**src/rtl/k005297_sumgen_if.sv**
```systemverilog
// Signal bundle between the K005297 write sequencer (master) and the page
// checksum generator (slave).
interface k005297_sumgen_if;
  // Strobe semantics: i_BDO_STB and o_SUM_STB qualify their bit only on a tick
  // (i_MCLK rise with i_CLK2M_PCEN_n low); there is no back-pressure.
  logic       i_CLK2M_PCEN_n;
  logic       i_UMODE_n;
  logic       i_PAGE_START;
  logic       i_BDO_BIT;
  logic       i_BDO_STB;
  logic       i_SUM_REQ;
  logic       o_SUM_BIT;
  logic       o_SUM_STB;
  logic       o_SUM_DONE;
  logic       o_BUSY;
  logic       o_WORD_ERR;
  logic [1:0] o_DBG_STATE;

  modport master (
    output i_CLK2M_PCEN_n, i_UMODE_n, i_PAGE_START, i_BDO_BIT, i_BDO_STB, i_SUM_REQ,
    input  o_SUM_BIT, o_SUM_STB, o_SUM_DONE, o_BUSY, o_WORD_ERR, o_DBG_STATE
  );

  modport slave (
    input  i_CLK2M_PCEN_n, i_UMODE_n, i_PAGE_START, i_BDO_BIT, i_BDO_STB, i_SUM_REQ,
    output o_SUM_BIT, o_SUM_STB, o_SUM_DONE, o_BUSY, o_WORD_ERR, o_DBG_STATE
  );
endinterface

```
**src/rtl/k005297_sumgen.sv**
```systemverilog
// Write-path page checksum: modular word sum over the outgoing bubble stream,
// emitted LSB-first on request. Width is 12 (bootloader) or 8 (user) bits.
module k005297_sumgen #(
  parameter int BOOT_W = 12,
  parameter int USER_W = 8
) (
  input logic              i_MCLK,
  input logic              i_RST,
  k005297_sumgen_if.slave  bus
);
  localparam int MAX_W = BOOT_W;
  localparam int CW    = $clog2(MAX_W + 1);

  typedef enum logic [1:0] {
    S_IDLE  = 2'd0,
    S_ACCUM = 2'd1,
    S_EMIT  = 2'd2
  } state_t;

  state_t           state_q;
  logic             user_q;
  logic [MAX_W-1:0] sum_q, word_q;
  logic [CW-1:0]    bit_cnt_q, emit_cnt_q;
  logic             sum_bit_q, sum_stb_q, sum_done_q, busy_q, word_err_q;

  logic             tick;
  logic [CW-1:0]    w_cnt, w_last;
  logic [MAX_W-1:0] mask;
  logic [MAX_W-1:0] word_d, sum_d;
  logic [CW-1:0]    bit_cnt_d;

  assign tick = ~bus.i_CLK2M_PCEN_n;

  // Bit acceptance and word completion, so a same-tick request sees the final add.
  always_comb begin
    w_cnt     = user_q ? CW'(USER_W) : CW'(BOOT_W);
    w_last    = w_cnt - CW'(1);
    mask      = user_q ? MAX_W'({USER_W{1'b1}}) : {MAX_W{1'b1}};
    word_d    = word_q;
    sum_d     = sum_q;
    bit_cnt_d = bit_cnt_q;
    if (bus.i_BDO_STB) begin
      word_d = word_q | (MAX_W'(bus.i_BDO_BIT) << bit_cnt_q);
      if (bit_cnt_q == w_last) begin
        sum_d     = (sum_q + word_d) & mask;
        word_d    = '0;
        bit_cnt_d = '0;
      end else begin
        bit_cnt_d = bit_cnt_q + CW'(1);
      end
    end
  end

  always_ff @(posedge i_MCLK or posedge i_RST) begin
    if (i_RST) begin
      state_q    <= S_IDLE;
      user_q     <= 1'b0;
      sum_q      <= '0;
      word_q     <= '0;
      bit_cnt_q  <= '0;
      emit_cnt_q <= '0;
      sum_bit_q  <= 1'b0;
      sum_stb_q  <= 1'b0;
      sum_done_q <= 1'b0;
      busy_q     <= 1'b0;
      word_err_q <= 1'b0;
    end else if (tick) begin
      sum_done_q <= 1'b0;
      if (bus.i_PAGE_START) begin
        user_q     <= ~bus.i_UMODE_n;
        sum_q      <= '0;
        word_q     <= '0;
        bit_cnt_q  <= '0;
        emit_cnt_q <= '0;
        sum_bit_q  <= 1'b0;
        sum_stb_q  <= 1'b0;
        busy_q     <= 1'b1;
        word_err_q <= 1'b0;
        state_q    <= S_ACCUM;
      end else begin
        case (state_q)
          S_IDLE: ;
          S_ACCUM: begin
            word_q    <= word_d;
            sum_q     <= sum_d;
            bit_cnt_q <= bit_cnt_d;
            if (bus.i_SUM_REQ) begin
              // A partial word is dropped and flagged; the sum is emitted as-is.
              if (bit_cnt_d != '0) word_err_q <= 1'b1;
              word_q     <= '0;
              bit_cnt_q  <= '0;
              sum_bit_q  <= sum_d[0];
              sum_stb_q  <= 1'b1;
              emit_cnt_q <= CW'(1);
              state_q    <= S_EMIT;
            end
          end
          S_EMIT: begin
            if (emit_cnt_q == w_cnt) begin
              sum_bit_q  <= 1'b0;
              sum_stb_q  <= 1'b0;
              sum_done_q <= 1'b1;
              busy_q     <= 1'b0;
              state_q    <= S_IDLE;
            end else begin
              sum_bit_q  <= sum_q[emit_cnt_q];
              emit_cnt_q <= emit_cnt_q + CW'(1);
            end
          end
          default: state_q <= S_IDLE;
        endcase
      end
    end
  end

  assign bus.o_SUM_BIT   = sum_bit_q;
  assign bus.o_SUM_STB   = sum_stb_q;
  assign bus.o_SUM_DONE  = sum_done_q;
  assign bus.o_BUSY      = busy_q;
  assign bus.o_WORD_ERR  = word_err_q;
  assign bus.o_DBG_STATE = state_q;
endmodule
```
**src/flat_wrapper.sv**
```systemverilog
// flat-port wrapper written by rule: the top's interface ports become plain ports
module k005297_sumgen_flat 
#(
  parameter int BOOT_W = 12,
  parameter int USER_W = 8
)
  (i_MCLK, i_RST, bus_i_CLK2M_PCEN_n, bus_i_UMODE_n, bus_i_PAGE_START, bus_i_BDO_BIT, bus_i_BDO_STB, bus_i_SUM_REQ, bus_o_SUM_BIT, bus_o_SUM_STB, bus_o_SUM_DONE, bus_o_BUSY, bus_o_WORD_ERR, bus_o_DBG_STATE);
  k005297_sumgen_if bus_i ();
  input logic i_MCLK;
  input logic i_RST;
  input wire logic [$bits(bus_i.i_CLK2M_PCEN_n)-1:0] bus_i_CLK2M_PCEN_n;
  input wire logic [$bits(bus_i.i_UMODE_n)-1:0] bus_i_UMODE_n;
  input wire logic [$bits(bus_i.i_PAGE_START)-1:0] bus_i_PAGE_START;
  input wire logic [$bits(bus_i.i_BDO_BIT)-1:0] bus_i_BDO_BIT;
  input wire logic [$bits(bus_i.i_BDO_STB)-1:0] bus_i_BDO_STB;
  input wire logic [$bits(bus_i.i_SUM_REQ)-1:0] bus_i_SUM_REQ;
  output wire logic [$bits(bus_i.o_SUM_BIT)-1:0] bus_o_SUM_BIT;
  output wire logic [$bits(bus_i.o_SUM_STB)-1:0] bus_o_SUM_STB;
  output wire logic [$bits(bus_i.o_SUM_DONE)-1:0] bus_o_SUM_DONE;
  output wire logic [$bits(bus_i.o_BUSY)-1:0] bus_o_BUSY;
  output wire logic [$bits(bus_i.o_WORD_ERR)-1:0] bus_o_WORD_ERR;
  output wire logic [$bits(bus_i.o_DBG_STATE)-1:0] bus_o_DBG_STATE;
  assign bus_i.i_CLK2M_PCEN_n = bus_i_CLK2M_PCEN_n;
  assign bus_i.i_UMODE_n = bus_i_UMODE_n;
  assign bus_i.i_PAGE_START = bus_i_PAGE_START;
  assign bus_i.i_BDO_BIT = bus_i_BDO_BIT;
  assign bus_i.i_BDO_STB = bus_i_BDO_STB;
  assign bus_i.i_SUM_REQ = bus_i_SUM_REQ;
  assign bus_o_SUM_BIT = bus_i.o_SUM_BIT;
  assign bus_o_SUM_STB = bus_i.o_SUM_STB;
  assign bus_o_SUM_DONE = bus_i.o_SUM_DONE;
  assign bus_o_BUSY = bus_i.o_BUSY;
  assign bus_o_WORD_ERR = bus_i.o_WORD_ERR;
  assign bus_o_DBG_STATE = bus_i.o_DBG_STATE;
  k005297_sumgen #(.BOOT_W(BOOT_W), .USER_W(USER_W)) u_core (.i_MCLK(i_MCLK), .i_RST(i_RST), .bus(bus_i));
endmodule
```
**config.mk**
```make
export PLATFORM = sky130hd
export DESIGN_NAME = k005297_sumgen_flat
export DESIGN_NICKNAME = d
export VERILOG_FILES = /design/src/rtl/k005297_sumgen_if.sv /design/src/rtl/k005297_sumgen.sv /design/src/flat_wrapper.sv
export SDC_FILE = /design/constraint.sdc
export NUM_CORES = 1
export LEC_CHECK = 0
export ABC_AREA = 1
export CORE_UTILIZATION = 40
export CTS_BUF_LIST = sky130_fd_sc_hd__clkbuf_4 sky130_fd_sc_hd__clkbuf_8
export DETAILED_ROUTE_END_ITERATION = 7
export PLACE_DENSITY_LB_ADDON = 0.25
export SLEW_MARGIN = 20
export SYNTH_ARGS = -nofsm -noshare
export SYNTH_HDL_FRONTEND = slang
export SYNTH_SLANG_ARGS = --single-unit
```
**constraint.sdc**
```tcl
create_clock -name i_MCLK -period 2.5 [get_ports i_MCLK]
set_input_delay 0.25 -clock i_MCLK [delete_from_list [all_inputs] [get_ports i_MCLK]]
set_output_delay 0.25 -clock i_MCLK [all_outputs]
set_load 0.01 [all_outputs]
```
# [Word level (Yosys, flattened, before mapping)]
# Cells that the tools add are included.
[totals] reg_bits=40 input_bits=8
[op_classes] add_sub_neg=4 order_cmp=1 eq_ne=8 n_shift=1 muxes=43 bitwise=4 n_reduce_logical=21
[op_table] op="12-bit two-way mux" count=10
[op_table] op="4-bit two-way mux" count=8
[op_table] op="4-bit AND reduction" count=5
[op_table] op="1-bit two-way mux" count=16
[op_table] op="2-bit nonzero test" count=7
[op_table] op="12-bit adder" count=1
[op_table] op="12-bit bitwise AND" count=1
[op_table] op="12-bit bitwise OR" count=1
[op_table] op="1-bit by 4-bit left shift with 12-bit output" count=1
[op_table] op="3-bit AND reduction" count=3
[op_table] op="4-bit by 1-bit adder with 4-bit output, second input constant" count=2
[op_table] op="4-bit equality test" count=2
[op_table] op="4-bit case mux with 2 select lines" count=1
[op_table] op="2-bit two-way mux" count=3
[op_table] op="3-bit != test, second input constant" count=2
[op_table] op="2-bit case mux with 3 select lines" count=1
[op_table] op="3-bit nonzero test" count=2
[op_table] op="4-bit by 5-bit < comparator with 1-bit output, second input constant" count=1
[op_table] op="1-bit binary-select mux with 4-bit select" count=1
[op_table] op="1-bit case mux with 2 select lines" count=2
[op_table] op="2-bit AND reduction" count=2
[op_table] op="4-bit nonzero test" count=1
[op_table] op="4-bit by 1-bit subtractor with 4-bit output, second input constant" count=1
[op_table] op="3-bit two-way mux" count=1
[op_table] op="other kinds (6)" count=7

# [Depth between registers and ports, before layout]
# Gate-level depths: netlist of run 1.
[logic_depth] ltp_word=10 depth_mapped=15 depth_no_buf=15

# [Worst setup path before layout of run 1]
# OpenSTA, ideal clock, no wires.
[synth_path] kind="flip-flop to flip-flop" from="register u_core.bit_cnt_q[0]" to="register u_core.sum_q[6]" setup_ns=0.123 arrival_time_ns=2.027 required_ns=2.377 path_slack_ns=0.349 path_stages_with_launch=14 n_path_buf=0 cell_sequence="dfrtp_1 > nor3_1 > nand2_1 > o21bai_1 > ha_1 > inv_1 > fa_1 > inv_1 > nand3_1 > nand2_1 > nand2_1 > nand2_1 > xor2_1 > o21ai_1"
[synth_between] elab_chain_cells=8 word_cells_on_any_way=11
[synth_rtl] element="from (decl)" line="k005297_sumgen.sv:23" source="logic [CW-1:0] bit_cnt_q, emit_cnt_q;"
[synth_rtl] element="from (signal assigned)" line="k005297_sumgen.sv:86" source="bit_cnt_q <= bit_cnt_d;"
[synth_rtl] element="1-bit by 4-bit left shift with 12-bit output" line="k005297_sumgen.sv:43" source="word_d = word_q | (MAX_W'(bus.i_BDO_BIT) << bit_cnt_q);"
[synth_rtl] element="12-bit bitwise OR" line="k005297_sumgen.sv:43"
[synth_rtl] element="12-bit adder" line="k005297_sumgen.sv:45" source="sum_d = (sum_q + word_d) & mask;"
[synth_rtl] element="12-bit bitwise AND" line="k005297_sumgen.sv:45"
[synth_rtl] element="12-bit two-way mux" line="k005297_sumgen.sv:44" source="if (bit_cnt_q == w_last) begin"
[synth_rtl] element="12-bit two-way mux" line="k005297_sumgen.sv:42" source="if (bus.i_BDO_STB) begin"
[synth_rtl] element="12-bit two-way mux" line="k005297_sumgen.sv:81" source="case (state_q)"
[synth_rtl] element="12-bit two-way mux" line="k005297_sumgen.sv:69" source="if (bus.i_PAGE_START) begin"
[synth_rtl] element="to (signal assigned)" line="k005297_sumgen.sv:85" source="sum_q <= sum_d;"
[synth_rtl] element="to (decl)" line="k005297_sumgen.sv:22" source="logic [MAX_W-1:0] sum_q, word_q;"
# Several ways; a longest one is shown, not always the timed one. The select of a mux whose other input is x is not followed.
# A chain may end at the register's enable or synchronous reset.

# [Final worst setup path of run 1]
[layout_path] from="register u_core.bit_cnt_q[2]" to="register u_core.sum_q[11]"
# Same word-level chain as after synthesis.

==> results of run 1 <==
==> cell type report <==
cell class,count,area share
clock buffer,8,0.0289
tap,96,0.0356
sequential,40,0.297
inverter,60,0.0700
multi-input combinational,279,0.476
timing repair buffer,37,0.0926
==> cell families (layout without fill, tap and decap cells) <==
family	Yosys count	in the layout
buffers and inverters	66	105
AOI/OAI and AO/OA	68	68
DFF	40	40
and+or+nand+nor	191	191
xor gates and xnor gates	5	5
adders and majority gates	15	15
==> state kept, by name (all words and copies together) (netlist names) <==
name / cells
u_core.user_q: 1
u_core.bus.o_SUM_BIT: 1
u_core.sum_q: 12
u_core.word_q: 12
u_core.bus.o_DBG_STATE: 2
u_core.bus.o_SUM_DONE: 1
u_core.bus.o_WORD_ERR: 1
u_core.bus.o_SUM_STB: 1
u_core.emit_cnt_q: 4
u_core.bit_cnt_q: 4
u_core.bus.o_BUSY: 1
==> timing repair <==
item | CTS | global route
resized for setup | 0 | 8
endpoints found under the setup margin | 0 | 7
buffers inserted | 0 | 0
==> metrics by stage <==
step,instances,cell area (sq um),setup slack [ns]
2_1_floorplan,385,2890,0.349
3_3_place_gp,512,3260,-0.112
3_5_place_dp,512,3260,-0.128
4_1_cts,520,3350,0.122
5_1_grt,520,3380,-0.0370
6_report,520,3380,0.200
==> critical path, delay by kind of cell, from the launching register on <==
family                     cells  cell delay (ns)
and+or+nand+nor                6             0.58
adders and majority gates      1             0.37
AOI/OAI and AO/OA              3             0.56
DFF                            1             0.42
buffers and inverters          2             0.27
==> layer usage <==
metal,global-route usage,vias up,routed length (um),share of wire
li1,-,1324,-,-
met1,0.278,1205,3450,0.50
met2,0.343,44,3130,0.45
met3,0.0341,8,237,0.034
met4,0.0591,0,89,0.013
met5,0,-,0,0
==> power by group through the flow <==
stage	logic, uW	clock network [uW]	registers (uW)
CTS	253	495	698
finish	249	483	699
global placement	249	0	711
floorplan	179	0	706
global route	278	520	703
detailed placement	251	0	711
==> cells in the final DEF (no fill, tap or decap), types with 3 or more instances in the layout <==
cell	Yosys	final
sky130_fd_sc_hd__nand2_1	103	103
sky130_fd_sc_hd__inv_1	49	49
sky130_fd_sc_hd__dfrtp_1	40	38
sky130_fd_sc_hd__nand3_1	33	33
sky130_fd_sc_hd__buf_4	0	23
sky130_fd_sc_hd__nor2_1	21	21
sky130_fd_sc_hd__o21ai_0	16	15
sky130_fd_sc_hd__ha_1	14	14
sky130_fd_sc_hd__clkdlybuf4s50_1	0	14
sky130_fd_sc_hd__nand2_2	13	13
sky130_fd_sc_hd__a21oi_1	15	12
sky130_fd_sc_hd__a21oi_2	6	9
sky130_fd_sc_hd__o21ai_1	8	9
sky130_fd_sc_hd__inv_2	7	7
sky130_fd_sc_hd__o21bai_1	6	6
sky130_fd_sc_hd__clkbuf_8	0	6
sky130_fd_sc_hd__o22ai_1	5	5
sky130_fd_sc_hd__nand4_1	5	5
sky130_fd_sc_hd__nor3_2	2	4
sky130_fd_sc_hd__a21boi_2	4	4
sky130_fd_sc_hd__xor2_1	3	3
==> worst paths after layout <==
kind | startpoint | to | cells after the start | slack [ns]
hold reg to reg | u_core.bus.o_SUM_BIT$_DFFE_PP0P_ | u_core.bus.o_SUM_BIT$_DFFE_PP0P_ | 2 | 0.50
max in group asynchronous | i_RST | u_core.bit_cnt_q[0]$_DFFE_PP0P_ | 3 | 1.74
setup reg to reg | u_core.bit_cnt_q[2]$_DFFE_PP0P_ | u_core.sum_q[11]$_DFFE_PP0P_ | 12 | 0.20
min in group i_MCLK | u_core.bus.o_SUM_BIT$_DFFE_PP0P_ | u_core.bus.o_SUM_BIT$_DFFE_PP0P_ | 2 | 0.50
setup / recovery | u_core.bit_cnt_q[2]$_DFFE_PP0P_ | u_core.sum_q[11]$_DFFE_PP0P_ | 12 | 0.20
hold / removal | i_RST | u_core.bus.o_SUM_DONE$_DFFE_PP0N_ | 3 | 0.38
==> impl_metrics.tcl, run 1 <==
set metrics [dict create \
    run_status "completed" \
    number_of_enable_flip_flop_cells_after_synthesis 0 \
    ys_dominant_reg_cell "sky130_fd_sc_hd__dfrtp_1" \
    max_slew_margin 0.650 \
    post_synth.cell_area_avg_sq_um 7.51 \
    ir_drop_mv 0.251 \
    tns_ns 0 \
    synth_xor_xnor_area_share 0.0151 \
    finalCritPeriodShare 0.920 \
    critical_path.most_common_cell "sky130_fd_sc_hd__nand2_1" \
    worst_slew_pin_slew_ns 0.526 \
    detail-route-antenna-nets 0 \
    die_height_um 87.0 \
    final_core_utilization 0.489 \
    final_wirelength_um 6900 \
    post-route-drc-count 0 \
    sw_frac_of_total 0.293 \
    max_stage_delay_ns 0.42 \
    power.leakage_uw 0.00162 \
    cts_buffers 5 \
    nNetsFinal 446 \
    detailedPlacementHpwl_um 5330 \
    global_route.usage.total 0.207 \
    floorplan.io_pins 15 \
    cellPowerDensity_nw_per_um2 424 \
    cts.path.max_buffers 2 \
    port_buffers 14 \
    antenna_found_initial 0 \
    register_area_sq_um 1000 \
    final_max_slew_viol_count 0 \
    gp_congestion 0.905 \
    first_global_vias 2611 \
    detail_route.wl_per_cell_um 13.3 \
    synth-seq-area-share 0.346 \
    synth.cells.most_frequent "sky130_fd_sc_hd__nand2_1 (103), sky130_fd_sc_hd__inv_1 (49), sky130_fd_sc_hd__dfrtp_1 (40)" \
    critPathMaxFanout 10 \
    syn_area_sq_um 2890 \
    netSwitchingPower_uw 419 \
    comb_power_share 0.174 \
    period_minus_slack_ns 2.30 \
    power.internal_uw 1010 \
    timing_worst_setup_path_type "reg2reg" \
    synth_simple_gate_area_frac 0.312 \
    via_per_inst 4.96 \
    fillerInstances 703 \
    critical_path.slowest_cell "sky130_fd_sc_hd__dfrtp_1" \
    rows 30 \
    design_power_total_uw 1430 \
    synthMuxAreaShare 0 \
    yosys.area.top_type "sky130_fd_sc_hd__dfrtp_1" \
    synth.area.top_cells "sky130_fd_sc_hd__dfrtp_1 (35%), sky130_fd_sc_hd__nand2_1 (13%), sky130_fd_sc_hd__inv_1 (6.4%)" \
    async_reset_ff_frac 1.00 \
    share_seq_of_total_power 0.488 \
    yosysUniqueCellTypes 41 \
    synth_nets 408 \
    synth_top_family_by_area "simple AND/OR/NAND/NOR gates" \
    power_frac_clock 0.338 \
    yosys.area_share.adder 0.0675 \
    synth-seq-cells 40 \
    grt_max_degree 41 \
    setup.worst_path.start_class "flip-flop" \
    postSynthCellCount 385 \
    worst_setup_hold_path_clk_slew_ns 0.08 \
    setup_repair_after_global_routing_missed_its_margin "true" \
    post_route_cells_drive_above_1_share 0.198 \
    insertion_delay_ns 0.30 \
    detail_route.iter0.violations 168 \
    synth_warnings 0 \
    area_growth_syn_to_layout_pct 16.7 \
    drt_first_pass_iters 4 \
    initial_core_util 0.419 \
    cts_root_buf "sky130_fd_sc_hd__clkbuf_8" \
    cts_tree "built" \
    area_of_the_multi_input_gates_sq_um 1610 \
    setup_violating_endpoint_count_in_the_final_report 0 \
    diodes 0 \
    timing.max_cap.violations 0 \
    hold_buffers 0 \
    grt_first_pass_wirelength_um 12200 \
    core_area_sq_um 6910 \
    synth.top_cell.area_share 0.346 \
    synth.most_common_cell "sky130_fd_sc_hd__nand2_1" \
    htree_num_levels 2 \
    overflow_after_grt 0 \
    routed-via-count 2581 \
    hp-class "in2async" \
    floorplan.die_area_sq_um 7580 \
    required_time_at_the_endpoint_of_the_critical_path_ns 2.70 \
    finalHoldViolations 0 \
    final.setup_skew_ns 0.00436 \
    clock_sinks 40 \
    timing.critical_path.to_type "flip-flop" \
    worst_hold_slack_ns 0.383 \
    achievable-frequency_ghz 0.435 \
    dieWidth_um 87.0 \
    post_synthesis_compound_gate_area_fraction 0.153 \
    crit_path_cells "inv_2 -> nor2_1 -> a21oi_1 -> inv_1 -> ha_1 -> nand2_1 -> nor2_1 -> nand2_1 -> a21oi_1 -> o21ai_0 -> nand3_1 -> nand2_1" \
    data_arrival_critical_path_ns 2.50 \
]
Power figures use the tool's default switching activity.
==> run 2, diff against run 1 <==
--- a/config.mk
+++ b/config.mk
@@ -10,6 +10,7 @@
 export CTS_BUF_LIST = sky130_fd_sc_hd__clkbuf_4 sky130_fd_sc_hd__clkbuf_8
 export DETAILED_ROUTE_END_ITERATION = 7
 export PLACE_DENSITY_LB_ADDON = 0.25
+export SKIP_LAST_GASP = 1
 export SLEW_MARGIN = 20
 export SYNTH_ARGS = -nofsm -noshare
 export SYNTH_HDL_FRONTEND = slang
==> run 2 against run 1 <==
Clock skew stayed put. Fmax did not move. Count of clock-buffer cells in the layout unchanged. Global-route usage unchanged. Flip-flop and latch count is the same. Worst setup slack did not move. Sequential share of layout area did not move. Power is the same. Wire length did not move. Register-to-register slack about the same. Via count stayed put. Critical path type unchanged. Largest power group unchanged.
==> impl_metrics.tcl, run 2 (same netlist as run 1, synthesis figures left out) <==
set metrics [dict create \
    data_arrival_critical_path_ns 2.50 \
    final_core_utilization 0.489 \
    drt_first_pass_iters 4 \
    core_area_sq_um 6910 \
    final_wirelength_um 6900 \
    first_global_vias 2611 \
    gr-usage-met1 0.278 \
    gp_congestion 0.905 \
    timing.critical_path.to_type "flip-flop" \
    finalNonFillerCells 520 \
    worst_slew_pin_slew_ns 0.526 \
    area_growth_syn_to_layout_pct 16.7 \
    post_route_cells_drive_above_1_share 0.198 \
    detail-route-antenna-nets 0 \
    setup_repair_after_global_routing_missed_its_margin "true" \
    setup_violating_endpoint_count_in_the_final_report 0 \
    critical_path.n_buffers_inverters 2 \
    rows 30 \
    diodes 0 \
    floorplan.io_pins 15 \
    floorplan.die_area_sq_um 7580 \
    global_route.usage.total 0.207 \
    cts_tree "built" \
    nNetsFinal 446 \
    critical_path.most_common_cell "sky130_fd_sc_hd__nand2_1" \
    final.setup_skew_ns 0.00436 \
    ir_drop_mv 0.251 \
    hp-class "in2async" \
    clock_sinks 40 \
    detailed_place.area_sq_um 3260 \
    cts_buffers 5 \
    tns_ns 0 \
    max_slew_margin 0.650 \
    rr_worst_depth 12 \
    rr_endpoint "u_core.sum_q[11]$_DFFE_PP0P_" \
    crit_path_cells "inv_2 -> nor2_1 -> a21oi_1 -> inv_1 -> ha_1 -> nand2_1 -> nor2_1 -> nand2_1 -> a21oi_1 -> o21ai_0 -> nand3_1 -> nand2_1" \
    detail_route.wl_per_cell_um 13.3 \
    hold_buffers 0 \
    port_buffers 14 \
    run_status "completed" \
    final_max_slew_viol_count 0 \
    timing_worst_setup_path_type "reg2reg" \
    finalInstanceArea_sq_um 3380 \
    critical_path.slowest_cell "sky130_fd_sc_hd__dfrtp_1" \
    htree_num_levels 2 \
    detail_route.iter0.violations 168 \
    worstSetupEndpoint "u_core.sum_q[11]$_DFFE_PP0P_" \
    regs_by_ff_count "u_core.sum_q (12), u_core.word_q (12)" \
    finalHoldViolations 0 \
    max_stage_delay_ns 0.42 \
    post-route-drc-count 0 \
    period_minus_slack_ns 2.30 \
    cts_root_buf "sky130_fd_sc_hd__clkbuf_8" \
    worst_setup_hold_path_clk_slew_ns 0.08 \
    overflow_after_grt 0 \
    fillerInstances 703 \
    dieWidth_um 87.0 \
    crit_family "simple AND/OR/NAND/NOR gates" \
    via_per_inst 4.96 \
    die_height_um 87.0 \
    initial_core_util 0.419 \
    achievable-frequency_ghz 0.435 \
    setup.worst_path.start_class "flip-flop" \
    setup.worst_path.start "u_core.bit_cnt_q[2]$_DFFE_PP0P_" \
    final_cell_mix "sky130_fd_sc_hd__nand2_1 (103), sky130_fd_sc_hd__inv_1 (49), sky130_fd_sc_hd__dfrtp_1 (38)" \
    cts.path.max_buffers 2 \
    required_time_at_the_endpoint_of_the_critical_path_ns 2.70 \
    power.leakage_uw 0.00162 \
    insertion_delay_ns 0.30 \
    timing.max_cap.violations 0 \
    antenna_found_initial 0 \
    critPathMaxFanout 10 \
    cellPowerDensity_nw_per_um2 424 \
    finalCritPeriodShare 0.920 \
    cts_setup_buffers 0 \
    timing.reg2reg.setup_slack_ns 0.20 \
    grt.met3_usage 0.0341 \
    grt.busiest_layer "met2" \
    grt_first_pass_wirelength_um 12200 \
    grt_max_degree 41 \
    final_common_cell "sky130_fd_sc_hd__nand2_1" \
    grtUsageMet2 0.343 \
    worst_r2r_startpoint "u_core.bit_cnt_q[2]$_DFFE_PP0P_" \
    detailedPlacementHpwl_um 5330 \
    post_cts.resized_instances 0 \
    logic_depth_of_the_worst_setup_path_including_buffers 12 \
    dpl.cell_count 512 \
    routed-via-count 2581 \
]
==> run 2: final cells by class <==
class / count / area, sq um / area share
Tap cell: 96 / 120 / 0.0356
Inverter: 60 / 236 / 0.0700
Timing Repair Buffer: 37 / 313 / 0.0926
Multi-Input combinational cell: 279 / 1610 / 0.476
Sequential cell: 40 / 1000 / 0.297
Clock buffer: 8 / 97.6 / 0.0289
==> run 2: per-layer routing <==
metal,part of all wire,wire (um),vias to the layer above
li1,-,-,1324
met1,0.50,3450,1205
met2,0.45,3130,44
met3,0.034,237,8
met4,0.013,89,0
met5,0,0,-
==> run 2: how the worst min path moves through the flow <==
| stage | cells past startpoint | endpoint | startpoint |
|---|---|---|---|
| 2_1_floorplan | 1 | u_core.user_q$_DFFE_PP0P_ | bus_i_UMODE_n |
| 3_3_place_gp | 2 | u_core.bus.o_SUM_DONE$_DFFE_PP0N_ | u_core.bus.o_SUM_DONE$_DFFE_PP0N_ |
| 3_5_place_dp | 2 | u_core.bus.o_SUM_BIT$_DFFE_PP0P_ | u_core.bus.o_SUM_BIT$_DFFE_PP0P_ |
| 4_1_cts | 3 | u_core.bus.o_SUM_DONE$_DFFE_PP0N_ | i_RST |
| 5_1_grt | 3 | u_core.bus.o_SUM_STB$_DFFE_PP0P_ | i_RST |
| 6_report | 3 | u_core.bus.o_SUM_DONE$_DFFE_PP0N_ | i_RST |
==> run 2: stage by stage <==
stage / hold slack (ns) / total power, uW / setup slack [ns]
final: 0.383 / 1430 / 0.200
after global routing: 0.456 / 1500 / -0.0370
after CTS: 0.402 / 1450 / 0.122
after detailed placement: 0.478 / 962 / -0.128
after global placement: 0.472 / 959 / -0.112
after floorplan: 0.358 / 885 / 0.349
==> run 2: report_power, final <==
part	internal, uW	switching, uW	total (uW)	leakage [uW]
sequential	669	29.5	699	0.000540
combinational	95.6	154	249	0.00103
clock	247	236	483	0.0000523
total	1010	419	1430	0.00162
==> run 2: worst min-delay path: stages <==
cell and delay, ns:
sky130_fd_sc_hd__clkdlybuf4s50_1 0.39, sky130_fd_sc_hd__inv_1 0.05, sky130_fd_sc_hd__buf_4 0.44
==> run 3, diff against run 2 <==
--- a/config.mk
+++ b/config.mk
@@ -9,7 +9,6 @@
 export CORE_UTILIZATION = 40
 export CTS_BUF_LIST = sky130_fd_sc_hd__clkbuf_4 sky130_fd_sc_hd__clkbuf_8
 export DETAILED_ROUTE_END_ITERATION = 7
-export PLACE_DENSITY_LB_ADDON = 0.25
 export SKIP_LAST_GASP = 1
 export SLEW_MARGIN = 20
 export SYNTH_ARGS = -nofsm -noshare
==> run 3 against run 2 <==
Cell area grew 1.6%. Via count grew 0.39%. Worst setup slack lost 0.011 ns. Sequential power is essentially flat. Global-route usage grew 0.29 points. Utilization grew 0.78 points. Clock power grew 20%.
==> impl_metrics.tcl, run 3 (same netlist as run 1, synthesis figures left out) <==
set metrics [dict create \
    achievable-frequency_ghz 0.433 \
    dieWidth_um 87.0 \
    final.setup_skew_ns 0.00779 \
    critical_path.slowest_cell "sky130_fd_sc_hd__dfrtp_1" \
    tns_ns 0 \
    period_minus_slack_ns 2.31 \
    detail_route.iter0.violations 122 \
    setup.worst_path.start_class "flip-flop" \
    overflow_after_grt 0 \
    initial_core_util 0.419 \
    gp_congestion 0.861 \
    required_time_at_the_endpoint_of_the_critical_path_ns 2.68 \
    antenna_found_initial 0 \
    max_stage_delay_ns 0.42 \
    power_frac_clock 0.378 \
    finalHoldViolations 0 \
    cts_root_buf "sky130_fd_sc_hd__clkbuf_8" \
    dpl.cell_count 512 \
    first_global_vias 2543 \
    grt_max_degree 41 \
    routed-via-count 2591 \
    critical_path.most_common_cell "sky130_fd_sc_hd__a21oi_1" \
    port_buffers 14 \
    cts_tree "built" \
    final_common_cell "sky130_fd_sc_hd__nand2_1" \
    diodes 0 \
    timing.critical_path.to_type "flip-flop" \
    hp-class "in2async" \
    crit_path_cells "inv_2 -> nor2_1 -> a21oi_1 -> inv_1 -> ha_1 -> a21oi_1 -> buf_4 -> a31oi_1 -> o21ai_1" \
    area_growth_syn_to_layout_pct 18.6 \
    power.leakage_uw 0.00164 \
    max_slew_margin 0.638 \
    finalCritPeriodShare 0.924 \
    finalInstanceArea_sq_um 3430 \
    clock_sinks 40 \
    run_status "completed" \
    sw_frac_of_total 0.271 \
    rows 30 \
    setup_repair_after_global_routing_missed_its_margin "true" \
    finalNonFillerCells 521 \
    global_route.usage.total 0.210 \
    data_arrival_critical_path_ns 2.49 \
    worst_hold_slack_ns 0.399 \
    fillerInstances 723 \
    core_area_sq_um 6910 \
    post-route-drc-count 0 \
    worst_slew_pin_slew_ns 0.543 \
    post_route_cells_drive_above_1_share 0.214 \
    detailedPlacementHpwl_um 5550 \
    die_height_um 87.0 \
    share_seq_of_total_power 0.456 \
    final_cell_mix "sky130_fd_sc_hd__nand2_1 (102), sky130_fd_sc_hd__inv_1 (47), sky130_fd_sc_hd__dfrtp_1 (38)" \
    cts.path.max_buffers 2 \
    setup.worst_path.start "u_core.bit_cnt_q[2]$_DFFE_PP0P_" \
    floorplan.die_area_sq_um 7580 \
    insertion_delay_ns 0.29 \
    grt_first_pass_wirelength_um 12200 \
    floorplan.io_pins 15 \
    worst_r2r_startpoint "u_core.bit_cnt_q[2]$_DFFE_PP0P_" \
    cellPowerDensity_nw_per_um2 448 \
    critPathMaxFanout 10 \
    timing.max_cap.violations 0 \
    worst_setup_hold_path_clk_slew_ns 0.08 \
    detail-route-antenna-nets 0 \
    power.internal_uw 1120 \
    final_wirelength_um 7050 \
    setup_violating_endpoint_count_in_the_final_report 0 \
    timing_worst_setup_path_type "reg2reg" \
    drt_first_pass_iters 4 \
    htree_num_levels 2 \
    regs_by_ff_count "u_core.sum_q (12), u_core.word_q (12)" \
    detailed_place.area_sq_um 3260 \
    detail_route.wl_per_cell_um 13.5 \
    cts_buffers 5 \
    final_max_slew_viol_count 0 \
    design_power_total_uw 1540 \
    via_per_inst 4.97 \
    nNetsFinal 447 \
    ir_drop_mv 0.267 \
    comb_power_share 0.166 \
    netSwitchingPower_uw 416 \
]
[run 3: worst max-delay path: cells and delay by family (launching register included)]
family,cells,cell delay [ns]
AO/OA/AOI/OAI,4,0.89
adder cells (fa/ha/maj),1,0.33
buffers and inverters,3,0.43
flip-flops,1,0.42
AND/OR/NAND/NOR,1,0.14
[run 3: final cells by class]
| class | instances | area (sq um) | share of cell area |
|---|---|---|---|
| well taps | 96 | 120 | 0.0350 |
| inverters | 60 | 236 | 0.0689 |
| repair buffers | 38 | 320 | 0.0934 |
| clock buffers | 7 | 96.3 | 0.0281 |
| multi-input cells | 279 | 1620 | 0.473 |
| clock inverters | 1 | 30.0 | 0.00875 |
| flip-flops and latches | 40 | 1000 | 0.292 |
[run 3: what timing repair did]
item,4_1_cts,5_1_grt
resized for setup,0,15
setup endpoints to repair,0,7
buffers inserted,0,1
hold buffers,0,0
[run 3: layer usage]
metal	wire, um	GRT usage
met1	3530	0.289
met2	3290	0.346
met3	188	0.0284
met4	36	0.0530
met5	0	0
[run 3: power groups by stage]
stage / logic, uW / clock network (uW) / registers (uW)
2_1_floorplan: 179 / 0 / 706
3_3_place_gp: 250 / 0 / 711
3_5_place_dp: 252 / 0 / 711
4_1_cts: 253 / 604 / 699
5_1_grt: 286 / 632 / 705
6_report: 255 / 581 / 700
[run 3: path summary, 6_finish.rpt]
| kind | to | slack [ns] | depth (start not counted) |
|---|---|---|---|
| worst max register to register | u_core.sum_q[7]$_DFFE_PP0P_ | 0.19 | 9 |
| min in group i_MCLK | u_core.bus.o_SUM_DONE$_DFFE_PP0N_ | 0.50 | 2 |
| worst min-delay path | u_core.bus.o_SUM_DONE$_DFFE_PP0N_ | 0.40 | 3 |
| worst max-delay path | u_core.sum_q[7]$_DFFE_PP0P_ | 0.19 | 9 |
| worst min register to register | u_core.bus.o_SUM_DONE$_DFFE_PP0N_ | 0.50 | 2 |
| max in group asynchronous | u_core.bit_cnt_q[1]$_DFFE_PP0P_ | 1.71 | 3 |
[run 3: metrics by stage]
| stage | utilization | setup WS (ns) |
|---|---|---|
| 2_1_floorplan | - | 0.349 |
| 3_3_place_gp | 0.471 | -0.112 |
| 3_5_place_dp | 0.471 | -0.131 |
| 4_1_cts | 0.490 | 0.122 |
| 5_1_grt | 0.497 | -0.0265 |
| 6_report | 0.497 | 0.189 |
